`src/rtl/timer_prescaler_ctrl.sv`:
```
// Shared 10-bit prescaler and per-timer count-enable scheduler for Timer/Counter0 and Timer/Counter1.
// Optional macro TIMER_EXT_SYNC_EN adds a 2-flop synchroniser on each external clock pin.
module timer_prescaler_ctrl #(
  parameter int unsigned PRESC_WIDTH = 10
) (
  input  logic                   sysClock,
  input  logic                   rst,
  input  logic                   psr10,
  input  logic [2:0]             cs0,
  input  logic [2:0]             cs1,
  input  logic                   t0_pin,
  input  logic                   t1_pin,
  output logic                   clk_en0,
  output logic                   clk_en1,
  output logic [PRESC_WIDTH-1:0] presc_cnt
);

  localparam int unsigned NUM_TIMERS = 2;

  logic                  tap1_c;
  logic                  tap8_c;
  logic                  tap64_c;
  logic                  tap256_c;
  logic                  tap1024_c;
  logic [NUM_TIMERS-1:0] pin_sync_c;
  logic [NUM_TIMERS-1:0] pin_hist;
  logic [NUM_TIMERS-1:0] rise_c;
  logic [NUM_TIMERS-1:0] fall_c;
  logic                  en0_next_c;
  logic                  en1_next_c;

  // Free-running prescaler; psr10 restarts it from zero.
  always_ff @(posedge sysClock) begin
    if (rst || psr10) begin
      presc_cnt <= '0;
    end else begin
      presc_cnt <= presc_cnt + PRESC_WIDTH'(1);
    end
  end

  // Divided taps; a prescaler reset in this cycle suppresses all divided taps.
  always_comb begin
    tap1_c    = 1'b1;
    tap8_c    = (presc_cnt[2:0] == 3'h7)    && !psr10;
    tap64_c   = (presc_cnt[5:0] == 6'h3f)   && !psr10;
    tap256_c  = (presc_cnt[7:0] == 8'hff)   && !psr10;
    tap1024_c = (presc_cnt[9:0] == 10'h3ff) && !psr10;
  end

`ifdef TIMER_EXT_SYNC_EN
  logic [NUM_TIMERS-1:0] pin_s1;
  logic [NUM_TIMERS-1:0] pin_s2;

  always_ff @(posedge sysClock) begin
    if (rst) begin
      pin_s1 <= '0;
      pin_s2 <= '0;
    end else begin
      pin_s1 <= {t1_pin, t0_pin};
      pin_s2 <= pin_s1;
    end
  end

  assign pin_sync_c = pin_s2;
`else
  assign pin_sync_c = {t1_pin, t0_pin};
`endif

  // Edge history runs regardless of clock select so a new select never sees a stale edge.
  always_ff @(posedge sysClock) begin
    if (rst) begin
      pin_hist <= '0;
    end else begin
      pin_hist <= pin_sync_c;
    end
  end

  assign rise_c = pin_sync_c & ~pin_hist;
  assign fall_c = ~pin_sync_c & pin_hist;

  function automatic logic sel_en(
    input logic [2:0] cs,
    input logic       t1,
    input logic       t8,
    input logic       t64,
    input logic       t256,
    input logic       t1024,
    input logic       rise,
    input logic       fall
  );
    logic en;
    en = 1'b0;
    case (cs)
      3'b001:  en = t1;
      3'b010:  en = t8;
      3'b011:  en = t64;
      3'b100:  en = t256;
      3'b101:  en = t1024;
      3'b110:  en = fall;
      3'b111:  en = rise;
      default: en = 1'b0;
    endcase
    return en;
  endfunction

  always_comb begin
    en0_next_c = sel_en(cs0, tap1_c, tap8_c, tap64_c, tap256_c, tap1024_c, rise_c[0], fall_c[0]);
    en1_next_c = sel_en(cs1, tap1_c, tap8_c, tap64_c, tap256_c, tap1024_c, rise_c[1], fall_c[1]);
  end

  always_ff @(posedge sysClock) begin
    if (rst) begin
      clk_en0 <= 1'b0;
      clk_en1 <= 1'b0;
    end else begin
      clk_en0 <= en0_next_c;
      clk_en1 <= en1_next_c;
    end
  end

endmodule
```
`config.mk`:
```
export PLATFORM = sky130hd
export DESIGN_NAME = timer_prescaler_ctrl
export DESIGN_NICKNAME = d
export VERILOG_FILES = /design/src/rtl/timer_prescaler_ctrl.sv
export SDC_FILE = /design/constraint.sdc
export NUM_CORES = 1
export LEC_CHECK = 0
export BUFFER_PORTS_ARGS = -buffer_cell sky130_fd_sc_hd__buf_2
export CAP_MARGIN = 20
export CORE_AREA = 2 2 41 43
export CTS_BUF_LIST = sky130_fd_sc_hd__clkbuf_16
export CTS_CLUSTER_DIAMETER = 100
export DETAILED_ROUTE_END_ITERATION = 10
export DIE_AREA = 0 0 43 45
export PLACE_DENSITY = 0.73
export REMOVE_ABC_BUFFERS = 1
export SETUP_SLACK_MARGIN = 0.4
export SYNTH_ARGS = -nofsm -noshare
export SYNTH_HDL_FRONTEND = slang
export SYNTH_SLANG_ARGS = --single-unit
```
`constraint.sdc`:
```
create_clock -name sysClock -period 1.9 [get_ports sysClock]
set_clock_uncertainty 0.15 [all_clocks]
set_input_delay 0.38 -clock sysClock [delete_from_list [all_inputs] [get_ports sysClock]]
set_output_delay 0.38 -clock sysClock [all_outputs]
set_load 0.02 [all_outputs]
```
After elaboration in Yosys (flattened, before gate mapping):

Cells that the tools add are included.

* add/subtract/negate cells: 1
* equality and inequality tests: 18
* mux-type cells: 2
* bitwise logic cells: 4
* reduce and logical (&&, ||, !) cells: 6

Operator list (count)
* 3-bit == test (second input constant): 9
* 1-bit case mux with 7 select lines: 2
* 3-bit by 2-bit == test with 1-bit output (second input constant): 4
* 10-bit by 1-bit adder with 10-bit output (second input constant): 1
* 10-bit == test (second input constant): 1
* 8-bit == test (second input constant): 1
* 3-bit by 1-bit == test with 1-bit output (second input constant): 2
* 6-bit == test (second input constant): 1
* 2-bit bitwise AND: 2
* 1-bit logical AND: 4
* 2-bit inverter: 2
* 1-bit logical NOT: 1
* 1-bit logical OR: 1

* register bits: 14
* bits of input ports: 11
* output and inout port bits: 12
* word-level logic and storage cells: 35

Logic depth before layout (Yosys ltp):

Gate-level depths: netlist (run 1).

* depth after elaboration: 3
* mapped depth: 6
* depth with buffers taken out: 6

Worst setup path after synthesis (run 1):

OpenSTA, ideal clock, no wires.

* path type: reg2reg
* start: register presc_cnt[0]
* end: register clk_en0
* setup time: 0.078 ns
* arrival: 1.377 ns
* data required time: 1.672 ns
* slack: 0.295 ns
* stages on the path, launching flop included: 6
* buffers on the path: 0
* clock period less this slack: 1.605 ns
* cells stage by stage: dfxtp_1 > ha_1 > nand4b_2 > o41ai_2 > a21oi_1 > nor3_1

* longest elaborated chain between the ends: 3
* elaborated cells on any way between the ends: 9
* those cells by class: eq/ne (4); mux (1); reduce/logical (4)

RTL lines
* start: declaration: line 15 `output logic [PRESC_WIDTH-1:0] presc_cnt`
* start signal: assignment: line 37 `presc_cnt <= presc_cnt + PRESC_WIDTH'(1);`
* 10-bit == test (tied with other cells): line 47 `tap1024_c = (presc_cnt[9:0] == 10'h3ff) && !psr10;`
* 1-bit logical AND (on tied branches)
* 1-bit case mux with 7 select lines (*): line 93 `case (cs)`
* end signal: assignment: line 116 `clk_en0 <= en0_next_c;`
* end: declaration: line 13 `output logic clk_en0,`

Mark *: on every way between the ends. The rest lies on a longest branch, timed or not.
A chain may end at the register's enable or synchronous reset.

Worst setup path after layout (run 1):

* start: register presc_cnt[2]
* end: output port presc_cnt[2]

No word-level cell between the ends.

==> impl_metrics.toml, run 1 <==
[global_route]
grt_pass1_wl_um = 2480
overflow = 0
grt_pass1_vias = 605
grt_max_degree = 11
grtUsageTotal_pct = 17.1
antenna_found_initial = 0

[finish]
num-fill-cells = 123
multi_input_area_um2 = 430
drive_above_1_share_pct = 43.6
stdcell_area_um2 = 953
fin_util_pct = 64.8
diodes = 0
synthToLayoutAreaGrowth_pct = 43.8
layout.cells.non_filler = 117
regArea_um2 = 292
finalNetCount = 115

[power_and_ir_drop]
power_density_nw_per_um2 = 793
clkPwrFrac_pct = 52.3
switchingPower_uw = 153
ir_worst_vdd_v = 0.000567
power.leakage_uw = 0.000435
power.share.switching_pct = 20.2
share_seq_of_total_power_pct = 40.3
p_comb_share_pct = 7.3
cell_internal_pwr_uw = 603

[placed_design]
dp_worst_setup_slack_ns = 0.310
routabilityCongestion = 0.742
port_buffers = 22
dp_hpwl_um = 1030
placed_area_um2 = 790
dp_cells = 112

[clock_network]
clock_latency_ns = 0.24
cts_tree = "yes"
cts.clk_slew.worst_paths_ns = 0.04
ctsRootBufferMaster = "clkbuf_16"
numCtsBuffers = 3
htreeDepth = 1
holdBufCountCts = 0
cts_buffer_depth = 2
cts_sinks = 14

[logic_synthesis]
yosys_register_bits = 14
synth_cells = 75
ys.warnings.count = 0
synth_cell_types = 29
seq_area_frac_synth_pct = 42.3
synth_area_leader_cell = "dfxtp_1"
synth.area.top_cells = "dfxtp_1, xor2_1, nor2_1, nand2_1, ha_1"
netlist.area_leader.share_pct = 42.3
syn-cell-area_um2 = 663
synth.avg_cell_area_um2 = 8.84

[route]
dr.pass1.iters = 4
viasPerCell = 5.44
ant_nets = 0
routed_wl_um = 1500
drc = 0
drt_first_iter_violations = 3
drt-wirelength-per-cell_um = 12.8
vias = 637

[setup_path]
cp-end-kind = "primary output"
cpMaxStageDelayCell = "dfxtp_1"
cp_top_family = "flip-flops"
required_ns = 1.37
arrival_ns = 0.93
max_stage_delay_ns = 0.47
crit_buf_inv = 1
cp-start-kind = "register"
crit_chain = "buf_2"
critPathMaxFanout = 6
worstSetupPathType = "reg -> out"

[run_status]
status = "completed"

[sta]
slew_viol_final = 0
setup_viol = 0
fmax_ghz = 0.685
finalCritPeriodShare_pct = 76.9
hold_viol_final = 0
finalSetupTns_ns = 0
worstMarginPinSlew_ns = 0.313
slew_headroom_pct = 78.9
fin_ws_ns = 0.440
grt_setup_unrepaired = "yes"
finalCriticalPeriod_ns = 1.46

[floorplanning]
start_util_pct = 45.1
die_area_um2 = 1940
die-height_um = 45
rows = 14
ioPinCount = 23
die_w_um = 43
core_area_um2 = 1470

[flow_run]
drv_cap = 0

[min_path]
hold_class = "in -> reg"
-- Yosys cell counts --
| cell type | n |
|---|---|
| nor3_1 | 2 |
| nor2b_1 | 2 |
| xor2_1 | 5 |
| and3_2 | 1 |
| nor4_1 | 2 |
| or2_2 | 1 |
| o21ai_0 | 4 |
| nand2_1 | 7 |
| o211ai_1 | 1 |
| clkbuf_1 | 1 |
| a21oi_1 | 3 |
| and4_1 | 1 |
| nand2b_1 | 1 |
| o22ai_1 | 1 |
| nand4_1 | 1 |
| o41ai_2 | 1 |
| dfxtp_1 | 14 |
| ha_1 | 2 |
| nand4b_2 | 1 |
| nand3_1 | 2 |
| nand3b_1 | 1 |
| nor3b_1 | 1 |
| inv_1 | 4 |
| nand4_2 | 1 |
| a211oi_1 | 3 |
| nor2_1 | 8 |
| nand4b_1 | 1 |
| or3_1 | 2 |
| o31ai_1 | 1 |
-- stage by stage --
stage | hold WS [ns] | total power, µW
after CTS | 0.221 | 758
after global routing | 0.232 | 781
after global placement | 0.302 | 359
final | 0.226 | 756
after detailed placement | 0.314 | 360
after floorplan | 0.302 | 335
-- cell families (layout without fill, tap and decap cells) --
logic type      Yosys count  in the layout  share of synthesized area (%)
xor+xnor                  5              5                           6.60
fa+ha+maj                 2              2                           3.77
buf+inv                   5             31                           2.83
compound gates           14             14                           14.3
flops                    14             14                           42.3
simple gates             35             35                           30.2
-- power by group through the flow --
stage | clock network, µW | logic, µW | registers [µW]
floorplan | 0 | 19.2 | 316
global placement | 0 | 48.6 | 310
detailed placement | 0 | 49.5 | 311
CTS | 401 | 51.1 | 307
global route | 413 | 61.9 | 306
finish | 396 | 55.5 | 305
-- cells in the final DEF, fill, tap and decap left out, types with 2 or more instances in the layout --
cell        n
inv_1       4
clkbuf_16   3
nor2b_1     2
nand2_1     7
buf_2      22
xor2_1      5
dfxtp_2     3
o21ai_0     4
a211oi_1    2
dfxtp_1     9
a21oi_1     3
or3_1       2
nor3_1      2
nor2_1      8
dfxtp_4     2
-- worst paths after layout --
| path | from | end | slack (ns) | depth (start not counted) |
|---|---|---|---|---|
| worst max-delay path | presc_cnt[2] | presc_cnt[2] | 0.44 | 1 |
| worst min-delay path | rst | pin_hist[0] | 0.23 | 2 |
| worst max register to register | presc_cnt[0] | clk_en0 | 0.46 | 6 |
| worst min register to register | presc_cnt[8] | presc_cnt[8] | 0.37 | 2 |
-- flip-flops by register name, indices dropped and copies added (netlist names) --
name and cells:
clk_en0 1, clk_en1 1, presc_cnt 10, pin_hist 2
-- repair_timing --
item	in CTS	in global routing
setup endpoints to repair	4	3
gates resized for setup	6	12
pin swaps	1	5
setup buffers	0	1
-- cell type report --
| class | count | share of cell area, % |
|---|---|---|
| Sequential cell | 14 | 30.6 |
| Tap cell | 16 | 2.10 |
| Inverter | 4 | 1.57 |
| Clock buffer | 3 | 7.87 |
| Timing Repair Buffer | 23 | 12.3 |
| Multi-Input combinational cell | 56 | 45.1 |
| Clock inverter | 1 | 0.394 |
-- routing by layer --
layer  wire length, µm  share of wire [%]  GRT usage, %
met1               674                 45          20.0
met2               733                 49          28.5
met3                76                5.1          4.00
met4                14               0.93          10.9
met5                 0                  0             0
No activity file was read; power rests on OpenSTA's default activity.
==> inputs of run 2 (changes only) <==
==> constraint.sdc (replaced) <==
create_clock -name sysClock -period 1.4 [get_ports sysClock]
set_clock_uncertainty 0.15 [all_clocks]
set_input_delay 0.28 -clock sysClock [delete_from_list [all_inputs] [get_ports sysClock]]
set_output_delay 0.28 -clock sysClock [all_outputs]
set_load 0.02 [all_outputs]
==> run 2 against run 1 <==
Setup slack lost 0.46 ns; register-to-register slack got worse by 0.48 ns; die area did not move; the flow now finishes with violations (negative setup slack); sequential share of layout area decreased by 5.0 points; wire length increased by 32%; largest power group unchanged; flip-flop and latch count unchanged.
==> impl_metrics.toml, run 2 (same netlist as run 1, synthesis figures left out) <==
[sta]
hold_slack_ns = 0.124
slew_viol_final = 0
fin_ws_ns = -0.0203
finalCritPeriodShare_pct = 101
setup_viol = 2
worstMarginPinSlew_ns = 0.268
finalSetupTns_ns = -0.0217
grt_setup_unrepaired = "yes"
slew_headroom_pct = 81.9
fmax_ghz = 0.704
finalCriticalPeriod_ns = 1.42
hold_viol_final = 0

[power_and_ir_drop]
clkPwrFrac_pct = 52.0
cell_internal_pwr_uw = 832
power.leakage_uw = 0.000523
power_density_nw_per_um2 = 911
switchingPower_uw = 222
power.share.switching_pct = 21.1
share_seq_of_total_power_pct = 39.2
ir_worst_vdd_v = 0.000569
p_comb_share_pct = 8.8

[clock_network]
ctsRootBufferMaster = "clkbuf_16"
cts_tree = "yes"
numCtsBuffers = 3
cts_sinks = 14
clock_latency_ns = 0.24
cts.clk_slew.worst_paths_ns = 0.05
cts_buffer_depth = 2
htreeDepth = 1

[route]
drt-wirelength-per-cell_um = 15.0
ant_nets = 0
vias = 728
drt_first_iter_violations = 10
dr.pass1.iters = 4
viasPerCell = 5.52
drc = 0
routed_wl_um = 1980

[global_route]
antenna_found_initial = 0
grt_max_degree = 11
grt_pass1_vias = 708
overflow = 0
grt_pass1_wl_um = 3120
grtUsageTotal_pct = 22.1

[setup_path]
crit_chain = "ha_4 -> nand4b_4 -> nor4_1 -> a211oi_1 -> nor3_1"
reg2reg_setup_slack_ns = -0.02
worstSetupPathType = "reg -> reg"
critical_path_cell_count = 5
crit_buf_inv = 0
reg2reg_to = "clk_en1"
cp_top_family = "simple AND/OR/NAND/NOR gates"
r2r_start = "presc_cnt[0]"
critical_path.endpoint = "clk_en1"
cp-start-kind = "register"
cpMaxStageDelayCell = "dfxtp_2"
critPathMaxFanout = 6
required_ns = 1.42
max_stage_delay_ns = 0.35
cp-end-kind = "register"
startpoint = "presc_cnt[0]"
reg2regPathDepth = 5
arrival_ns = 1.44

[floorplanning]
rows = 14
ioPinCount = 23
core_area_um2 = 1470
start_util_pct = 45.1
die-height_um = 45
die_area_um2 = 1940
die_w_um = 43

[placed_design]
routabilityCongestion = 0.738
placed_area_um2 = 857
port_buffers = 22
dp_hpwl_um = 1170

[finish]
diodes = 0
layout_commonest_cell = "buf_6"
drive_above_1_share_pct = 56.9
finalNetCount = 130
fin_util_pct = 78.7
regMostFlops = "presc_cnt"
stdcell_area_um2 = 1160
reg_top3 = "presc_cnt (10), pin_hist (2)"
num-fill-cells = 98
synthToLayoutAreaGrowth_pct = 74.5
largest_reg_flops = 10
most-common-layout-cells = "buf_6, buf_4, buf_2"

[run_status]
status = "finished with violations"
violations = "negative setup slack"

[min_path]
hold_class = "in -> reg"

[flow_run]
drv_cap = 0
run 2: changes by cell type in the layout (fill, tap and decap cells not counted), sizes merged:
| cell | change |
|---|---|
| buf | +15 |
run 2: power groups by stage:
| stage | clock [µW] | combinational (µW) | sequential [µW] |
|---|---|---|---|
| 6_report | 548 | 92.6 | 414 |
| 2_1_floorplan | 0 | 26.1 | 429 |
| 3_5_place_dp | 0 | 75.1 | 420 |
| 4_1_cts | 549 | 86.4 | 414 |
| 5_1_grt | 569 | 101 | 414 |
| 3_3_place_gp | 0 | 72.8 | 420 |
run 2: how the worst min path moves through the flow:
stage,from,endpoint,slack (ns),cells after the start
2_1_floorplan,rst,pin_hist[0],0.20,1
3_3_place_gp,presc_cnt[8],presc_cnt[8],0.36,2
3_5_place_dp,presc_cnt[8],presc_cnt[8],0.37,2
4_1_cts,rst,pin_hist[0],0.12,2
5_1_grt,rst,clk_en0,0.14,2
6_report,rst,pin_hist[0],0.12,2
run 2: cell type report:
type	instances	area [µm²]	area share, %
sequential	14	297	25.6
inverter	4	15.0	1.30
timing repair buffer	38	314	27.1
multi-input combinational	56	433	37.4
tap	16	20.0	1.73
clock inverter	1	3.75	0.324
clock buffer	3	75.1	6.49
run 2: routing by layer:
metal	GRT usage, %	part of all wire [%]	wire [µm]	up-vias
met3	5.20	5.7	114	8
met4	12.1	1.8	36	0
met2	38.2	52	1040	28
met1	25.4	40	795	339
met5	0	0	0	-
li1	-	-	-	353
run 2: through the flow:
step	instances	power, µW	setup slack, ns
2_1_floorplan	74	455	-0.205
3_3_place_gp	121	492	-0.0508
3_5_place_dp	121	495	-0.120
4_1_cts	130	1050	0.00840
5_1_grt	132	1080	-0.130
6_report	132	1050	-0.0203
run 2: timing repair:
action / 4_1_cts / 5_1_grt
endpoints found under the hold margin: 0 / 0
buffers inserted: 5 / 2
pin swaps: 6 / 4
hold buffers: 0 / 0
setup endpoints to repair: 22 / 23
gates cloned: 0 / 0
resized for setup: 41 / 10
==> inputs of run 3 (changes only) <==
--- a/config.mk
+++ b/config.mk
@@ -5,14 +5,15 @@
 export SDC_FILE = /design/constraint.sdc
 export NUM_CORES = 1
 export LEC_CHECK = 0
+export ABC_AREA = 1
 export BUFFER_PORTS_ARGS = -buffer_cell sky130_fd_sc_hd__buf_2
 export CAP_MARGIN = 20
-export CORE_AREA = 2 2 41 43
+export CORE_AREA = 2 2 43 45
 export CTS_BUF_LIST = sky130_fd_sc_hd__clkbuf_16
 export CTS_CLUSTER_DIAMETER = 100
 export DETAILED_ROUTE_END_ITERATION = 10
-export DIE_AREA = 0 0 43 45
-export PLACE_DENSITY = 0.73
+export DIE_AREA = 0 0 45 47
+export PLACE_DENSITY = 0.72
 export REMOVE_ABC_BUFFERS = 1
 export SETUP_SLACK_MARGIN = 0.4
 export SYNTH_ARGS = -nofsm -noshare
==> run 3 against run 2 <==
The run now ends clean; fmax is 3.8% higher; clock power fell by 4.2%; final cell count grew 23%; total power fell by 2.2%; sequential power decreased by 1%; worst hold slack got worse by 0.0023 ns; non-clock buffer count is 6 lower; design area increased by 1.2%; combinational power up 5.0%; count of clock-buffer cells in the layout unchanged; register-to-register slack improved by 0.05 ns; critical endpoint is now clk_en0; largest cell class unchanged; largest power group unchanged; highest routed layer unchanged.
==> impl_metrics.toml, run 3 <==
[finish]
reg_top3 = "presc_cnt (10), pin_hist (2)"
stdcell_area_um2 = 1170
most-common-layout-cells = "nor2_1, inv_1, nand2_1"
synthToLayoutAreaGrowth_pct = 56.5
largest_reg_flops = 10
diodes = 0
layout_commonest_cell = "nor2_1"
drive_above_1_share_pct = 46.6
finalNetCount = 161
regMostFlops = "presc_cnt"

[floorplanning]
core_area_um2 = 1650
rows = 15
die_w_um = 45
ioPinCount = 23
start_util_pct = 45.3
die_area_um2 = 2120
die-height_um = 47

[sta]
finalSetupTns_ns = 0
setup_viol = 0
finalCriticalPeriod_ns = 1.37
slew_viol_final = 0
fmax_ghz = 0.731
worstMarginPinSlew_ns = 0.246
slew_headroom_pct = 83.6
fin_ws_ns = 0.0323
grt_setup_unrepaired = "yes"
finalCritPeriodShare_pct = 97.7
hold_viol_final = 0
hold_slack_ns = 0.122

[route]
dr.pass1.iters = 6
ant_nets = 0
vias = 818
drt-wirelength-per-cell_um = 11.7
drt_first_iter_violations = 18
viasPerCell = 5.02
drc = 0
routed_wl_um = 1910

[power_and_ir_drop]
ir_worst_vdd_v = 0.000695
share_seq_of_total_power_pct = 39.7
p_comb_share_pct = 9.4
switchingPower_uw = 212
power_density_nw_per_um2 = 880
power.leakage_uw = 0.000563
cell_internal_pwr_uw = 819
power.share.switching_pct = 20.6
clkPwrFrac_pct = 50.9

[global_route]
grt_pass1_wl_um = 3010
grtUsageTotal_pct = 19.8
overflow = 0
grt_pass1_vias = 729
grt_max_degree = 8
antenna_found_initial = 0

[setup_path]
reg2regPathDepth = 9
arrival_ns = 1.39
reg2reg_setup_slack_ns = 0.03
r2r_start = "presc_cnt[0]"
required_ns = 1.42
reg2reg_to = "clk_en0"
worstSetupPathType = "reg -> reg"
cp-end-kind = "register"
critPathMaxFanout = 4
cp-start-kind = "register"

[clock_network]
ctsRootBufferMaster = "clkbuf_16"
htreeDepth = 1
cts_tree = "yes"
numCtsBuffers = 3
cts_buffer_depth = 2
cts_sinks = 14
clock_latency_ns = 0.24
holdBufCountCts = 0
cts.clk_slew.worst_paths_ns = 0.04

[min_path]
hold-path-cell-count = 2
hold_start = "rst"
hold_class = "in -> reg"
holdPathEnd = "pin_hist[1]"

[placed_design]
placed_area_um2 = 917
dp_hpwl_um = 1320
port_buffers = 22
dp_worst_setup_slack_ns = -0.0371
routabilityCongestion = 0.762

[logic_synthesis]
synth-edff-count = 0
seq_area_frac_synth_pct = 37.5
synth_area_leader_cell = "dfxtp_1"
netlist.area_leader.share_pct = 37.5
synth_cells = 111
synth.area.top_cells = "dfxtp_1, nor2_1, nand2_1, inv_1, a21oi_1"
yosys-top-cells-count = "nor2_1, nand2_1, inv_1"
async_reset_ff_share_pct = 0
ys.warnings.count = 0
syn-cell-area_um2 = 748
synth.avg_cell_area_um2 = 6.74
synth.most_common_cell = "nor2_1"
synth_cell_types = 21
synth-main-ff-cell = "dfxtp_1"
yosys_register_bits = 14

[flow_run]
drv_cap = 0

[run_status]
status = "completed"
run 3: how the worst max path moves through the flow:
stage | from | endpoint
2_1_floorplan | presc_cnt[0] | clk_en1
3_3_place_gp | presc_cnt[0] | clk_en1
3_5_place_dp | presc_cnt[0] | clk_en1
4_1_cts | presc_cnt[1] | clk_en1
5_1_grt | presc_cnt[0] | clk_en1
6_report | presc_cnt[0] | clk_en0
run 3: through the flow:
step	total power, µW	util (%)	cells
floorplan	464	-	111
global placement	501	55.5	155
detailed placement	504	55.5	155
CTS	1030	68.2	162
global route	1070	70.9	163
finish	1030	70.9	163
run 3: kinds of logic (layout without fill, tap and decap cells):
family                   after synthesis  count (layout)  synth area share, %
adder cells (fa/ha/maj)                2               2                 3.34
flip-flops                            14              14                 37.5
AND/OR/NAND/NOR                       64              64                 40.3
buffers and inverters                 18              53                 9.03
XOR/XNOR                               1               1                 1.17
AO/OA/AOI/OAI                         12              12                 8.70
run 3: repair_timing:
action                                  CTS  global route
pin swaps                                 8             6
endpoints found under the setup margin   22            22
resized for setup                        41            14
buffers inserted                          4             1
run 3: power by group through the flow:
stage               combinational [µW]  clock, µW  sequential [µW]
floorplan                         34.7          0              429
global placement                  81.2          0              420
detailed placement                82.8          0              421
CTS                               92.7        527              410
global route                       109        550              409
finish                            97.2        525              409
run 3: area by class of cell:
| type | instances | area [µm²] |
|---|---|---|
| Multi-Input combinational cell | 79 | 443 |
| Timing Repair Buffer | 32 | 260 |
| Inverter | 18 | 67.6 |
| Fill cell | 137 | 480 |
| Sequential cell | 14 | 304 |
| Tap cell | 17 | 21.3 |
| Clock buffer | 3 | 75.1 |
run 3: metal layers:
metal  vias up  GRT usage, %  share of wire [%]
met4         0          8.24                1.4
met5         -             0                  0
li1        416             -                  -
met1       374          26.0                 43
met2        23          32.3                 50
met3         5          3.46                5.5
run 3: critical path, stage by stage, from the launching register on:
cell     delay (ns)
dfxtp_2        0.34
ha_4           0.15
nand2_2        0.07
nor2_4         0.14
nand2_2        0.08
nor2_2         0.11
nand3_1        0.08
nand2_1        0.07
nor2_1         0.04
nor2_1         0.08
